### config.mk
export PLATFORM = sky130hd
export DESIGN_NAME = mem_wb_stage_flat
export DESIGN_NICKNAME = d
export VERILOG_FILES = /design/src/rtl/mem_wb_stage_if.sv /design/src/rtl/mem_wb_stage.sv /design/src/flat_wrapper.sv
export SDC_FILE = /design/constraint.sdc
export NUM_CORES = 1
export LEC_CHECK = 0
export ABC_AREA = 1
export BUFFER_PORTS_ARGS = -buffer_cell sky130_fd_sc_hd__buf_2
export CAP_MARGIN = 10
export CORE_AREA = 4 4 123 125
export DETAILED_ROUTE_END_ITERATION = 6
export DIE_AREA = 0 0 127 129
export PLACE_DENSITY = 0.69
export SLEW_MARGIN = 25
export SYNTH_ARGS = -nofsm -noshare
export SYNTH_HDL_FRONTEND = slang
export SYNTH_SLANG_ARGS = --single-unit
### constraint.sdc
create_clock -name clk -period 1.5 [get_ports clk]
set_input_delay 0.075 -clock clk [delete_from_list [all_inputs] [get_ports clk]]
set_output_delay 0.075 -clock clk [all_outputs]
set_load 0.01 [all_outputs]
### src/rtl/mem_wb_stage_if.sv
// Data-memory request/ready bus between the MEM stage (master) and the data memory (slave).
interface mem_wb_stage_if #(
  parameter int DATA_W = 32,
  parameter int ADDR_W = 32
);
  logic              dm_req;
  logic              dm_we;
  logic [ADDR_W-1:0] dm_addr;
  logic [DATA_W-1:0] dm_wdata;
  logic [3:0]        dm_bweb;
  logic              dm_ready;
  logic [DATA_W-1:0] dm_rdata;

  modport master (
    output dm_req, dm_we, dm_addr, dm_wdata, dm_bweb,
    input  dm_ready, dm_rdata
  );

  modport slave (
    input  dm_req, dm_we, dm_addr, dm_wdata, dm_bweb,
    output dm_ready, dm_rdata
  );
endinterface

### src/rtl/mem_wb_stage.sv
// MEM stage plus MEM/WB register: drives the data memory, stalls on wait states, formats loads.
// Optional MISALIGN_CHECK_EN suppresses misaligned H/W accesses and reports them on misalign_err.
module mem_wb_stage #(
  parameter int DATA_W     = 32,
  parameter int ADDR_W     = 32,
  parameter int REG_ADDR_W = 5
) (
  input  logic                  clk,
  input  logic                  rst,
  input  logic                  EXEMEM_RDSrc,
  input  logic                  EXEMEM_MemtoReg,
  input  logic                  EXEMEM_MemRead,
  input  logic                  EXEMEM_MemWrite,
  input  logic                  EXEMEM_RegWrite,
  input  logic [ADDR_W-1:0]     EXEMEM_pc_to_reg,
  input  logic [DATA_W-1:0]     EXEMEM_ALU_out,
  input  logic [DATA_W-1:0]     EXEMEM_rs2_data,
  input  logic [REG_ADDR_W-1:0] EXEMEM_rd_addr,
  input  logic [2:0]            EXEMEM_funct3,
  mem_wb_stage_if.master        dm,
  output logic                  mem_stall,
  output logic [DATA_W-1:0]     Forward_EXEMEM,
  output logic [DATA_W-1:0]     Forward_MEMWB,
  output logic                  MEMWB_RegWrite,
  output logic [REG_ADDR_W-1:0] MEMWB_rd_addr,
  output logic [DATA_W-1:0]     MEMWB_rd_data
`ifdef MISALIGN_CHECK_EN
  ,
  output logic                  misalign_err
`endif
);

  localparam int NB = DATA_W / 8;

  typedef enum logic {IDLE, WAIT} state_t;
  typedef enum logic [1:0] {SZ_B, SZ_H, SZ_W} size_t;

  state_t state, state_nxt;
  size_t  size;
  logic   mem_op, misalign, access, req, we;
  logic [1:0]              off;
  logic [3:0]              st_mask;
  logic [DATA_W-1:0]       st_data, load_fmt;
  logic [NB-1:0][7:0]      rword;
  logic [7:0]              ld_b;
  logic [15:0]             ld_h;

  assign off    = EXEMEM_ALU_out[1:0];
  assign mem_op = EXEMEM_MemRead | EXEMEM_MemWrite;

  // Write wins when both MemRead and MemWrite are set, so size decode follows the store table.
  always_comb begin
    size = SZ_W;
    if (EXEMEM_MemWrite) begin
      case (EXEMEM_funct3)
        3'b000:  size = SZ_B;
        3'b001:  size = SZ_H;
        default: size = SZ_W;
      endcase
    end else begin
      case (EXEMEM_funct3)
        3'b000, 3'b100: size = SZ_B;
        3'b001, 3'b101: size = SZ_H;
        default:        size = SZ_W;
      endcase
    end
  end

`ifdef MISALIGN_CHECK_EN
  assign misalign = mem_op & (((size == SZ_H) & off[0]) | ((size == SZ_W) & (off != 2'b00)));
`else
  assign misalign = 1'b0;
`endif

  assign access = mem_op & ~misalign;
  assign req    = ~rst & (access | (state == WAIT));
  assign we     = ~rst & EXEMEM_MemWrite;

  always_comb begin
    st_mask = 4'b0000;
    st_data = EXEMEM_rs2_data;
    case (size)
      SZ_B: begin
        st_mask = ~(4'b0001 << off);
        st_data = {NB{EXEMEM_rs2_data[7:0]}};
      end
      SZ_H: begin
        st_mask = off[1] ? 4'b0011 : 4'b1100;
        st_data = {(NB/2){EXEMEM_rs2_data[15:0]}};
      end
      default: begin
        st_mask = 4'b0000;
        st_data = EXEMEM_rs2_data;
      end
    endcase
  end

  assign dm.dm_req   = req;
  assign dm.dm_we    = we;
  assign dm.dm_addr  = {EXEMEM_ALU_out[ADDR_W-1:2], 2'b00};
  assign dm.dm_wdata = st_data;
  assign dm.dm_bweb  = (req & we) ? st_mask : 4'hF;
  assign mem_stall   = req & ~dm.dm_ready;

  assign rword = dm.dm_rdata;
  assign ld_b  = rword[off];
  assign ld_h  = off[1] ? {rword[3], rword[2]} : {rword[1], rword[0]};

  always_comb begin
    case (EXEMEM_funct3)
      3'b000:  load_fmt = {{(DATA_W-8){ld_b[7]}}, ld_b};
      3'b100:  load_fmt = {{(DATA_W-8){1'b0}}, ld_b};
      3'b001:  load_fmt = {{(DATA_W-16){ld_h[15]}}, ld_h};
      3'b101:  load_fmt = {{(DATA_W-16){1'b0}}, ld_h};
      default: load_fmt = dm.dm_rdata;
    endcase
  end

  assign Forward_EXEMEM = EXEMEM_RDSrc ? DATA_W'(EXEMEM_pc_to_reg) : EXEMEM_ALU_out;
  assign Forward_MEMWB  = MEMWB_rd_data;

  always_ff @(posedge clk) begin
    if (rst) state <= IDLE;
    else     state <= state_nxt;
  end

  always_comb begin
    state_nxt = state;
    case (state)
      IDLE:    if (req & ~dm.dm_ready) state_nxt = WAIT;
      WAIT:    if (dm.dm_ready)        state_nxt = IDLE;
      default: state_nxt = IDLE;
    endcase
  end

  // A stalled cycle inserts a bubble; index and data hold so forwarding stays stable.
  always_ff @(posedge clk) begin
    if (rst) begin
      MEMWB_RegWrite <= 1'b0;
      MEMWB_rd_addr  <= '0;
      MEMWB_rd_data  <= '0;
    end else if (mem_stall) begin
      MEMWB_RegWrite <= 1'b0;
    end else begin
      MEMWB_RegWrite <= EXEMEM_RegWrite & ~misalign;
      MEMWB_rd_addr  <= EXEMEM_rd_addr;
      MEMWB_rd_data  <= EXEMEM_MemtoReg ? load_fmt : Forward_EXEMEM;
    end
  end

`ifdef MISALIGN_CHECK_EN
  always_ff @(posedge clk) begin
    if (rst) misalign_err <= 1'b0;
    else     misalign_err <= misalign;
  end
`endif

endmodule

### src/flat_wrapper.sv
// flat-port wrapper written by rule: the top's interface ports become plain ports
module mem_wb_stage_flat 
#(
  parameter int DATA_W     = 32,
  parameter int ADDR_W     = 32,
  parameter int REG_ADDR_W = 5
)
  (clk, rst, EXEMEM_RDSrc, EXEMEM_MemtoReg, EXEMEM_MemRead, EXEMEM_MemWrite, EXEMEM_RegWrite, EXEMEM_pc_to_reg, EXEMEM_ALU_out, EXEMEM_rs2_data, EXEMEM_rd_addr, EXEMEM_funct3, mem_stall, Forward_EXEMEM, Forward_MEMWB, MEMWB_RegWrite, MEMWB_rd_addr, MEMWB_rd_data, dm_dm_req, dm_dm_we, dm_dm_addr, dm_dm_wdata, dm_dm_bweb, dm_dm_ready, dm_dm_rdata);
  mem_wb_stage_if #(.DATA_W(DATA_W), .ADDR_W(ADDR_W)) dm_i ();
  input  logic clk;
  input  logic rst;
  input  logic EXEMEM_RDSrc;
  input  logic EXEMEM_MemtoReg;
  input  logic EXEMEM_MemRead;
  input  logic EXEMEM_MemWrite;
  input  logic EXEMEM_RegWrite;
  input  logic [ADDR_W-1:0] EXEMEM_pc_to_reg;
  input  logic [DATA_W-1:0] EXEMEM_ALU_out;
  input  logic [DATA_W-1:0] EXEMEM_rs2_data;
  input  logic [REG_ADDR_W-1:0] EXEMEM_rd_addr;
  input  logic [2:0] EXEMEM_funct3;
  output logic mem_stall;
  output logic [DATA_W-1:0] Forward_EXEMEM;
  output logic [DATA_W-1:0] Forward_MEMWB;
  output logic MEMWB_RegWrite;
  output logic [REG_ADDR_W-1:0] MEMWB_rd_addr;
  output logic [DATA_W-1:0] MEMWB_rd_data;
  output wire logic [$bits(dm_i.dm_req)-1:0] dm_dm_req;
  output wire logic [$bits(dm_i.dm_we)-1:0] dm_dm_we;
  output wire logic [$bits(dm_i.dm_addr)-1:0] dm_dm_addr;
  output wire logic [$bits(dm_i.dm_wdata)-1:0] dm_dm_wdata;
  output wire logic [$bits(dm_i.dm_bweb)-1:0] dm_dm_bweb;
  input wire logic [$bits(dm_i.dm_ready)-1:0] dm_dm_ready;
  input wire logic [$bits(dm_i.dm_rdata)-1:0] dm_dm_rdata;
  assign dm_dm_req = dm_i.dm_req;
  assign dm_dm_we = dm_i.dm_we;
  assign dm_dm_addr = dm_i.dm_addr;
  assign dm_dm_wdata = dm_i.dm_wdata;
  assign dm_dm_bweb = dm_i.dm_bweb;
  assign dm_i.dm_ready = dm_dm_ready;
  assign dm_i.dm_rdata = dm_dm_rdata;
  mem_wb_stage #(.DATA_W(DATA_W), .ADDR_W(ADDR_W), .REG_ADDR_W(REG_ADDR_W)) u_core (.clk(clk), .rst(rst), .EXEMEM_RDSrc(EXEMEM_RDSrc), .EXEMEM_MemtoReg(EXEMEM_MemtoReg), .EXEMEM_MemRead(EXEMEM_MemRead), .EXEMEM_MemWrite(EXEMEM_MemWrite), .EXEMEM_RegWrite(EXEMEM_RegWrite), .EXEMEM_pc_to_reg(EXEMEM_pc_to_reg), .EXEMEM_ALU_out(EXEMEM_ALU_out), .EXEMEM_rs2_data(EXEMEM_rs2_data), .EXEMEM_rd_addr(EXEMEM_rd_addr), .EXEMEM_funct3(EXEMEM_funct3), .dm(dm_i), .mem_stall(mem_stall), .Forward_EXEMEM(Forward_EXEMEM), .Forward_MEMWB(Forward_MEMWB), .MEMWB_RegWrite(MEMWB_RegWrite), .MEMWB_rd_addr(MEMWB_rd_addr), .MEMWB_rd_data(MEMWB_rd_data));
endmodule
==> summary.txt <==
Place
  – Routability cong.: 0.8334
  – Port bufs: about 310
  – Placed cell count: roughly 1100
  – Post-DP HPWL: between 10 and 15 mm

Logic synthesis
  – Synth top area share: 25.19%
  – Post-Syn Area per Cell: ~5.7 um^2
  – Largest cells by area after synthesis: nand2_1 (25%), dfxtp_1 (20%), buf_4 (15%)
  – Post-synth EDFFs: 0
  – Mapped Cells: 671
  – Warnings, synthesis: 0
  – Commonest cells post-synth: nand2_1 (258), buf_4 (76), a21oi_1 (52)
  – Register bit total from synthesis: 39
  – Seq/Total Area, Yosys: 20.31%
  – Post-synthesis instance area: 3845 um^2
  – Yosys top cell by area: nand2_1
  – Top_reg_cell synth: dfxtp_1
  – Count leader, synth: nand2_1
  – Cell variety after synth: 26
  – Async S/R FF share, synth: 0%

Power
  – P per Cell Area: 720.7 nW/um^2
  – Leak Pwr: 3.285 nW
  – Max VDD drop: between 0.4 and 0.5 mV

Job
  – Max-Cap Viols: 0

Drt
  – Met2 WL post-DR: roughly 8.9 mm
  – DR vias/cell: 4.587
  – Final WL: approximately 17 mm
  – DR WL/cell: 15.80 um
  – DRC: 0
  – Via count: 5014
  – DR iter-0 viols: 195
  – Metal-1 WL: between 6 and 7 mm
  – DR top layer: met5
  – Post-DRT Antenna Nets: 0
  – DR pass1 iterations: 5
  – DR WL met3: about 1.4 mm

Floorplan
  – Die height: between 100 and 150 um
  – Die width: 127 um
  – Core box area: 13880 um^2
  – FP Rows: 43
  – IO Pins: 317
  – Die area: 16380 um^2
  – Initial Util: 27.70%

Timing
  – Final hold viol count: 0
  – Final TNS setup: 0 ns
  – Post-layout min period: between 1 and 1.5 ns
  – Achievable Freq: 702.2 MHz
  – Final Cycle Share: a little over nine tenths
  – Final Slew Violations: 0
  – Post-Route Skew: ~0.0059 ns
  – Setup violation total in the final timing report: 0

Final layout
  – Layout cells sized above 1: 41.58%
  – Fin cells: about 1100
  – Nets: 1052
  – Area grow syn2layout: 37.81%
  – Fillers: 1532

Clock tree
  – Clock Sinks: 39
  – Cts bufs inserted: 5
  – H-tree depth: 2
  – CTS tree: done
  – Max Root-Sink Buffers: 2
  – Clk Latency, worst-skew pair: 0.28 ns
  – Reg clk slew, reported paths: about 0.060 ns
  – CTS root buffer: clkbuf_16

GRT
  – Vias in the first global route: 4689
  – Largest net degree at the start of global routing: 38
  – All-Layer GR Usage: 19.66%
  – Global route overflow: 0
  – First-pass GRT wire length: 25.21 mm
  – Initial antenna violation count: 7

Setup path
  – Crit. End Element: output port
  – WP data arrival: 1.35 ns
  – CP Data Required Time: 1.42 ns
  – Slowest stage cell, crit path: dfxtp_1
  – CP startpoint kind: flip-flop
  – Crit-path max cell delay: a little over 0.3 ns
  – Worst-path maximum fanout: 7
  – Worst-path cell chain: nor2_1 > nand2_1 > nand2_2 > or2_4 > buf_12 > clkinvlp_4 > buf_6
  – Kind of critical path: reg -> out

Hold path
  – Hold Path Class: in -> reg

Status
  – Status: finished clean
[stage by stage]
step / utilization [%] / hold WS (ns) / worst slack (ns) / cell area [um^2] / power (mW)
3_5_place_dp: 36.16 / 0.2863 / 0.1456 / 5020 / 2.755
4_1_cts: 37.66 / 0.003558 / 0.05125 / 5228 / 3.854
6_report: 38.17 / 0.006503 / 0.07594 / 5299 / 3.819
3_3_place_gp: 36.16 / 0.2893 / 0.1849 / 5020 / 2.742
2_1_floorplan: - / 0.1466 / 0.2956 / 3849 / 2.189
5_1_grt: 38.12 / 0.02451 / -0.009907 / 5291 / 4.080
[cell families after synthesis]
family	synth area share, %
AND/OR/NAND/NOR	38.72
flip-flops	20.31
other	0.09753
AO/OA/AOI/OAI	15.78
buffers and inverters	25.09
[cell usage in the layout (no fill, tap or decap), drive strengths merged, types with 3 or more instances in the layout]
| cell | instances |
|---|---|
| a21oi | 56 |
| a31oi | 3 |
| buf | 333 |
| clkbuf | 7 |
| dfxtp | 39 |
| diode | 4 |
| inv | 50 |
| nand2 | 264 |
| nand3 | 53 |
| nor2 | 36 |
| o21ai | 57 |
[flip-flops by register name, summed over array words and instances (netlist names)]
register / flops
u_core.Forward_MEMWB: 32
u_core.MEMWB_RegWrite: 1
u_core.MEMWB_rd_addr: 5
u_core.state: 1
[final cells by class]
| type | count | area [um^2] | share of cell area (%) |
|---|---|---|---|
| multi-input combinational | 474 | 2108 | 39.79 |
| timing repair buffer | 337 | 1836 | 34.64 |
| inverter | 51 | 197.7 | 3.731 |
| clock buffer | 6 | 128.9 | 2.432 |
| clock inverter | 2 | 12.51 | 0.2361 |
| tap | 180 | 225.2 | 4.250 |
| sequential | 39 | 780.7 | 14.73 |
| antenna | 4 | 10.01 | 0.1889 |
[critical path: cells and delay by family, from the launching register on]
family                 cells  cell delay, ns
AND/OR/NAND/NOR            4            0.43
buffers and inverters      3            0.31
flip-flops                 1            0.31
[power breakdown]
group / leakage (nW) / internal [mW] / switching (mW) / total, mW
logic: 2.89 / 0.652 / 0.912 / 1.56
clock network: 0.0669 / 0.615 / 0.443 / 1.06
registers: 0.325 / 1.13 / 0.0677 / 1.20
total: 3.29 / 2.40 / 1.42 / 3.82
[routing by layer]
metal  vias to the layer above  global-route usage [%]
met5                         -                       0
met4                        12                   3.470
met3                        23                   5.396
met2                       222                   37.17
met1                      2239                   22.28
li1                       2518                       -
[repair_timing]
action                                  4_1_cts  5_1_grt
endpoints found under the hold margin         2        0
pin swaps                                     0        1
buffers inserted                              1        2
endpoints found under the setup margin        1        1
hold buffers                                  2        0
gates cloned                                  1        1
gates resized for setup                       2        2
[path summary, 6_finish.rpt]
kind	slack, ns	start	endpoint	cells past startpoint
worst max-delay path	0.08	u_core.state	mem_stall	7
worst min-delay path	0.007	EXEMEM_rd_addr[0]	u_core.MEMWB_rd_addr[0]	3
worst max register to register	0.09	u_core.state	u_core.Forward_MEMWB[13]	8
worst min register to register	0.45	u_core.MEMWB_rd_addr[2]	u_core.MEMWB_rd_addr[2]	2
(Power assumes the default switching activity.)
